`config.mk`:
```
export PLATFORM = sky130hd
export DESIGN_NAME = singles_merger
export DESIGN_NICKNAME = d
export VERILOG_FILES = /design/src/rtl/singles_merger.sv
export SDC_FILE = /design/constraint.sdc
export NUM_CORES = 1
export LEC_CHECK = 0
export CAP_MARGIN = 25
export CORE_AREA = 2 2 268 270
export CTS_CLUSTER_SIZE = 20
export DETAILED_ROUTE_END_ITERATION = 6
export DIE_AREA = 0 0 270 272
export HOLD_SLACK_MARGIN = 0.06
export SYNTH_ARGS = -nofsm -noshare
export SYNTH_HDL_FRONTEND = slang
export SYNTH_SLANG_ARGS = --single-unit
```
`constraint.sdc`:
```
create_clock -name clk -period 15.7 [get_ports clk]
set_input_delay 2.355 -clock clk [delete_from_list [all_inputs] [get_ports clk]]
set_output_delay 2.355 -clock clk [all_outputs]
set_load 0.02 [all_outputs]
```
`src/rtl/singles_merger.sv`:
```
// singles_merger
// Merges the 128-bit single-event words from NBLK detector blocks into one
// stream with round-robin arbitration, and inserts a time tag word on every
// counter period boundary. A tag is held back while any block reports that
// its in-flight event straddles the boundary, so the tag always follows
// those events. The output is a single registered valid/ready stage.
//
// Ports:
//   clk, rst      clock, asynchronous active-high reset
//   module_id     identifier placed in time tag words
//   period_done   one-cycle pulse at a counter period rollover
//   in_data       block i word at [128*i +: 128]
//   in_valid      per-block valid
//   in_ready      per-block ready (combinational, at most one bit set)
//   in_stall      per-block "event in flight crossed a period boundary"
//   out_data      merged word (registered)
//   out_valid     output valid (registered)
//   out_ready     downstream ready
//   tt_dropped    saturating count of overwritten time tags
//
// Build option: define SINGLES_MERGER_TT_STATS_EN to implement the
// tt_dropped counter; otherwise tt_dropped is tied to 0.

module singles_merger #(
  parameter int NBLK      = 4,
  parameter int DATA_BITS = 128
) (
  input  logic                      clk,
  input  logic                      rst,
  input  logic [5:0]                module_id,
  input  logic                      period_done,
  input  logic [NBLK*DATA_BITS-1:0] in_data,
  input  logic [NBLK-1:0]           in_valid,
  output logic [NBLK-1:0]           in_ready,
  input  logic [NBLK-1:0]           in_stall,
  output logic [DATA_BITS-1:0]      out_data,
  output logic                      out_valid,
  input  logic                      out_ready,
  output logic [15:0]               tt_dropped
);

  localparam int PW = (NBLK > 1) ? $clog2(NBLK) : 1;

  logic [47:0]          tt_ctr;
  logic [47:0]          tt_cap;
  logic [47:0]          tt_next;
  logic                 tt_pend;
  logic                 tag_avail;
  logic                 tag_sel;
  logic                 load;
  logic [DATA_BITS-1:0] tag_word;

  logic [PW-1:0]        rr_ptr;
  logic [PW-1:0]        grant;
  logic [PW-1:0]        grant_nxt;
  logic [PW-1:0]        cand;
  logic                 grant_vld;
  int                   idx;

  assign tt_next = tt_ctr + 48'd1;
  assign load    = ~out_valid | out_ready;

  // A period_done with no tag already pending is forwarded in the same
  // cycle, giving the one-cycle pulse-to-tag latency.
  assign tag_avail = (tt_pend | period_done) & ~|in_stall;
  assign tag_sel   = load & tag_avail;
  assign tag_word  = {5'b11111, 1'b0, module_id, 68'b0,
                      (tt_pend ? tt_cap : tt_next)};

  // First valid block at or after rr_ptr.
  always_comb begin
    grant     = '0;
    grant_vld = 1'b0;
    idx       = 0;
    cand      = '0;
    for (int k = 0; k < NBLK; k++) begin
      idx = int'(rr_ptr) + k;
      if (idx >= NBLK) idx = idx - NBLK;
      cand = PW'(idx);
      if (!grant_vld && in_valid[cand]) begin
        grant_vld = 1'b1;
        grant     = cand;
      end
    end
  end

  assign grant_nxt = (grant == PW'(NBLK - 1)) ? '0 : grant + PW'(1);

  always_comb begin
    in_ready = '0;
    if (!rst && load && !tag_sel && grant_vld) in_ready[grant] = 1'b1;
  end

  always_ff @(posedge clk or posedge rst) begin
    if (rst) begin
      out_valid <= 1'b0;
      out_data  <= '0;
      rr_ptr    <= '0;
    end else if (load) begin
      if (tag_sel) begin
        out_valid <= 1'b1;
        out_data  <= tag_word;
      end else if (grant_vld) begin
        out_valid <= 1'b1;
        out_data  <= in_data[DATA_BITS*grant +: DATA_BITS];
        rr_ptr    <= grant_nxt;
      end else begin
        out_valid <= 1'b0;
      end
    end
  end

  // A new pulse coinciding with a tag load: if the tag being emitted was the
  // pending one, the new value stays pending; if the new value itself was
  // forwarded, nothing remains pending.
  always_ff @(posedge clk or posedge rst) begin
    if (rst) begin
      tt_ctr  <= '0;
      tt_cap  <= '0;
      tt_pend <= 1'b0;
    end else if (period_done) begin
      tt_ctr  <= tt_next;
      tt_cap  <= tt_next;
      tt_pend <= tt_pend | ~tag_sel;
    end else if (tag_sel) begin
      tt_pend <= 1'b0;
    end
  end

`ifdef SINGLES_MERGER_TT_STATS_EN
  logic [15:0] drop_cnt;

  always_ff @(posedge clk or posedge rst) begin
    if (rst) begin
      drop_cnt <= '0;
    end else if (period_done && tt_pend && !tag_sel && drop_cnt != 16'hFFFF) begin
      drop_cnt <= drop_cnt + 16'd1;
    end
  end

  assign tt_dropped = drop_cnt;
`else
  assign tt_dropped = '0;
`endif

endmodule

```
==> qor.yml <==
timing:
  setup_ws_ns: 8.19
  min_period_ns: 7.51
  worst_pin_slew_ns: 1.00
  fmax_mhz: 133
  skew_ns: 0.0159
  tns_ns: 0
  rsz0062_at_grt: "false"
  finalHoldViolCount: 0
  slew_headroom: 0.332
  finalCritPeriodShare: 0.478
  setup_violations: 0
  drv_slew: 0
worst_setup_path:
  worst_setup_path_start_kind: "input port"
  r2r-end: "out_data[69]"
  arrival_ns: 5.15
  path_delay_family: "buffers and inverters"
  rr_startpoint: "rr_ptr[1]"
  cp_max_fo: 29
  path_cells: "clkdlybuf4s50_1 > o21ai_1 > nor3b_4 > buf_4 > and3_1 > clkdlybuf4s50_1"
  crit_path_frequent_cell: "clkdlybuf4s50_1"
  r2r_slack_ns: 11.93
  critPathMaxStageDelay_ns: 0.63
  cp-end-kind: "output port"
  critPathBufInv: 3
  cpMaxStageDelayCell: "clkdlybuf4s50_1"
  crit_type: "input port to output port"
  cp.required_ns: 13.35
  reg2reg_depth: 8
place:
  place_ws_ns: 8.17
  hpwl_um: 44900
  place_congestion: 0.916
  port_buffers: 662
global_route:
  antenna_found_initial: 8
  grt_usage: 0.151
  grt_max_degree: 70
  grt_pass1_wl_um: 81900
  gr-total-overflow: 0
  grt_pass1_vias: 12000
floorplan:
  core_sq_mm: 0.0708
  die_w_um: 270
  fp.dieArea_sq_mm: 0.0734
  die_h_um: 272
  row_count: 98
  top_level_ports: 679
  initial_core_util: 0.161
synthesis:
  synth_seq_cells: 180
  synthFlopType: "dfrtp_1"
  synth_top_cell_area_share: 0.395
  async_flop_share: 1.00
  synthCells: 1079
  yosysTopAreaCell: "dfrtp_1"
  synth.most_common_cell: "dfrtp_1"
  synthTopCellsByArea: "dfrtp_1, mux2i_1, mux4_2"
  synth_area_per_cell_sq_um: 10.6
  yosys_warnings: 0
  syn_area_sq_mm: 0.0114
  seq_area_frac_synth: 0.395
  synth_edf_count: 0
  ys_types: 51
  synthTopCellsByCount: "dfrtp_1, nand2_1, mux2i_1"
power:
  cellPowerDensity_mw_per_mm2: 120
  leakagePower_nw: 7.76
  peakVddDrop_uv: 58.5
routing:
  via_count: 11300
  drt-initial-drc-count: 567
  wl_per_cell_um: 21.4
  ant_nets: 0
  drt-pass1-iter-count: 5
  postRouteWirelength_um: 56500
  post-route-drc-count: 0
  viasPerCell: 4.27
hold_path:
  hp-start: "out_data[98]"
  hp-class: "register to register"
  whs_endpoint: "out_data[98]"
  min_path_cells: 2
cts:
  cts_made_buffers: 17
  cts_max_path_buffers: 2
  ctsHoldBuffers: 0
  clkSlewWorstSetupHoldPaths_ns: 0.07
  cts_resized: 0
  cts_tree: "yes"
  insertion_delay_ns: 0.49
  cts.htree.levels: 4
  cts_setup_buffers: 0
  cts.sinks: 180
  cts_root_buffer: "clkbuf_16"
run_status:
  run_status: "completed"
cells_and_area:
  drive_gt1_frac: 0.0725
  syn_to_final_growth_pct: 71.2
  layout.nets: 2218
run:
  maxCapViolations: 0
[power breakdown]
part | switching [mW] | internal (mW)
combinational | 0.590 | 0.587
sequential | 0.102 | 0.594
clock | 0.225 | 0.242
total | 0.917 | 1.42
[worst register-to-register path, delay by kind of cell (launching register included)]
kind                   cells  cell delay, ns
flip-flops                 1            0.46
multiplexers               1            0.38
AO/OA/AOI/OAI              2            0.41
buffers and inverters      3            2.03
AND/OR/NAND/NOR            2            0.34
[how the worst max path moves through the flow]
stage                             end   startpoint  cells past startpoint
after floorplan           in_ready[1]          rst                      2
after CTS                 in_ready[3]  period_done                      6
after global routing      in_ready[2]  period_done                      6
after detailed placement  in_ready[3]  period_done                      6
final                     in_ready[3]  period_done                      6
after global placement    in_ready[2]  period_done                      6
[kinds of logic (layout without fill, tap and decap cells)]
family | count (synthesis) | in the layout | share of synthesized area
fa+ha+maj | 6 | 6 | 0.00636
mux | 203 | 203 | 0.236
compound gates | 151 | 151 | 0.108
other cells | 1 | 18 | 0.000329
flops | 180 | 180 | 0.395
xor+xnor | 94 | 94 | 0.0721
buf+inv | 119 | 721 | 0.0501
simple gates | 325 | 325 | 0.133
[placed cells by master, fill, tap and decap left out, types with 8 or more instances in the layout]
cell / netlist / final
nor2_1: 46 / 46
xnor2_1: 51 / 51
nand4_1: 19 / 19
and4_1: 8 / 8
and3_1: 12 / 12
xor2_1: 43 / 43
conb_1: 1 / 16
o21ai_1: 9 / 9
a221o_1: 16 / 16
inv_1: 12 / 11
mux2i_1: 144 / 144
o211ai_1: 22 / 22
nand3_1: 25 / 25
nand2_1: 169 / 166
clkdlybuf4s50_1: 0 / 662
dfrtp_1: 180 / 180
a22oi_1: 8 / 8
nor3_1: 12 / 12
mux4_2: 52 / 52
clkbuf_16: 0 / 17
buf_4: 22 / 14
o221ai_1: 69 / 69
[flip-flops by register name (all words and copies together) (netlist names)]
register and flops:
out_data 128, tt_pend 1, tt_cap 48, out_valid 1, rr_ptr 2
[metrics by stage]
stage / cells / util / total power, mW / hold slack, ns / area (sq um)
2_1_floorplan: 1094 / - / 1.31 / 0.464 / 11500
3_3_place_gp: 2614 / 0.267 / 1.89 / 0.475 / 18900
3_5_place_dp: 2614 / 0.267 / 1.90 / 0.472 / 18900
4_1_cts: 2646 / 0.276 / 2.39 / 0.493 / 19500
5_1_grt: 2648 / 0.276 / 2.47 / 0.514 / 19500
6_report: 2648 / 0.276 / 2.34 / 0.489 / 19500
[layer usage]
layer,routed length [um],share of wire,track usage
met2,28200,0.50,0.262
met1,22200,0.39,0.174
met5,66,0.0012,0
met4,1440,0.025,0.0528
met3,4650,0.082,0.0517
[layout make-up]
type / instances / area, sq um
fill: 7400 / 51200
timing repair buffer: 676 / 6730
multi-input combinational: 795 / 6430
sequential: 180 / 4500
tap: 950 / 1190
clock buffer: 17 / 425
clock inverter: 15 / 194
inverter: 13 / 63.8
antenna: 2 / 5.00
(Power assumes the default switching activity.)
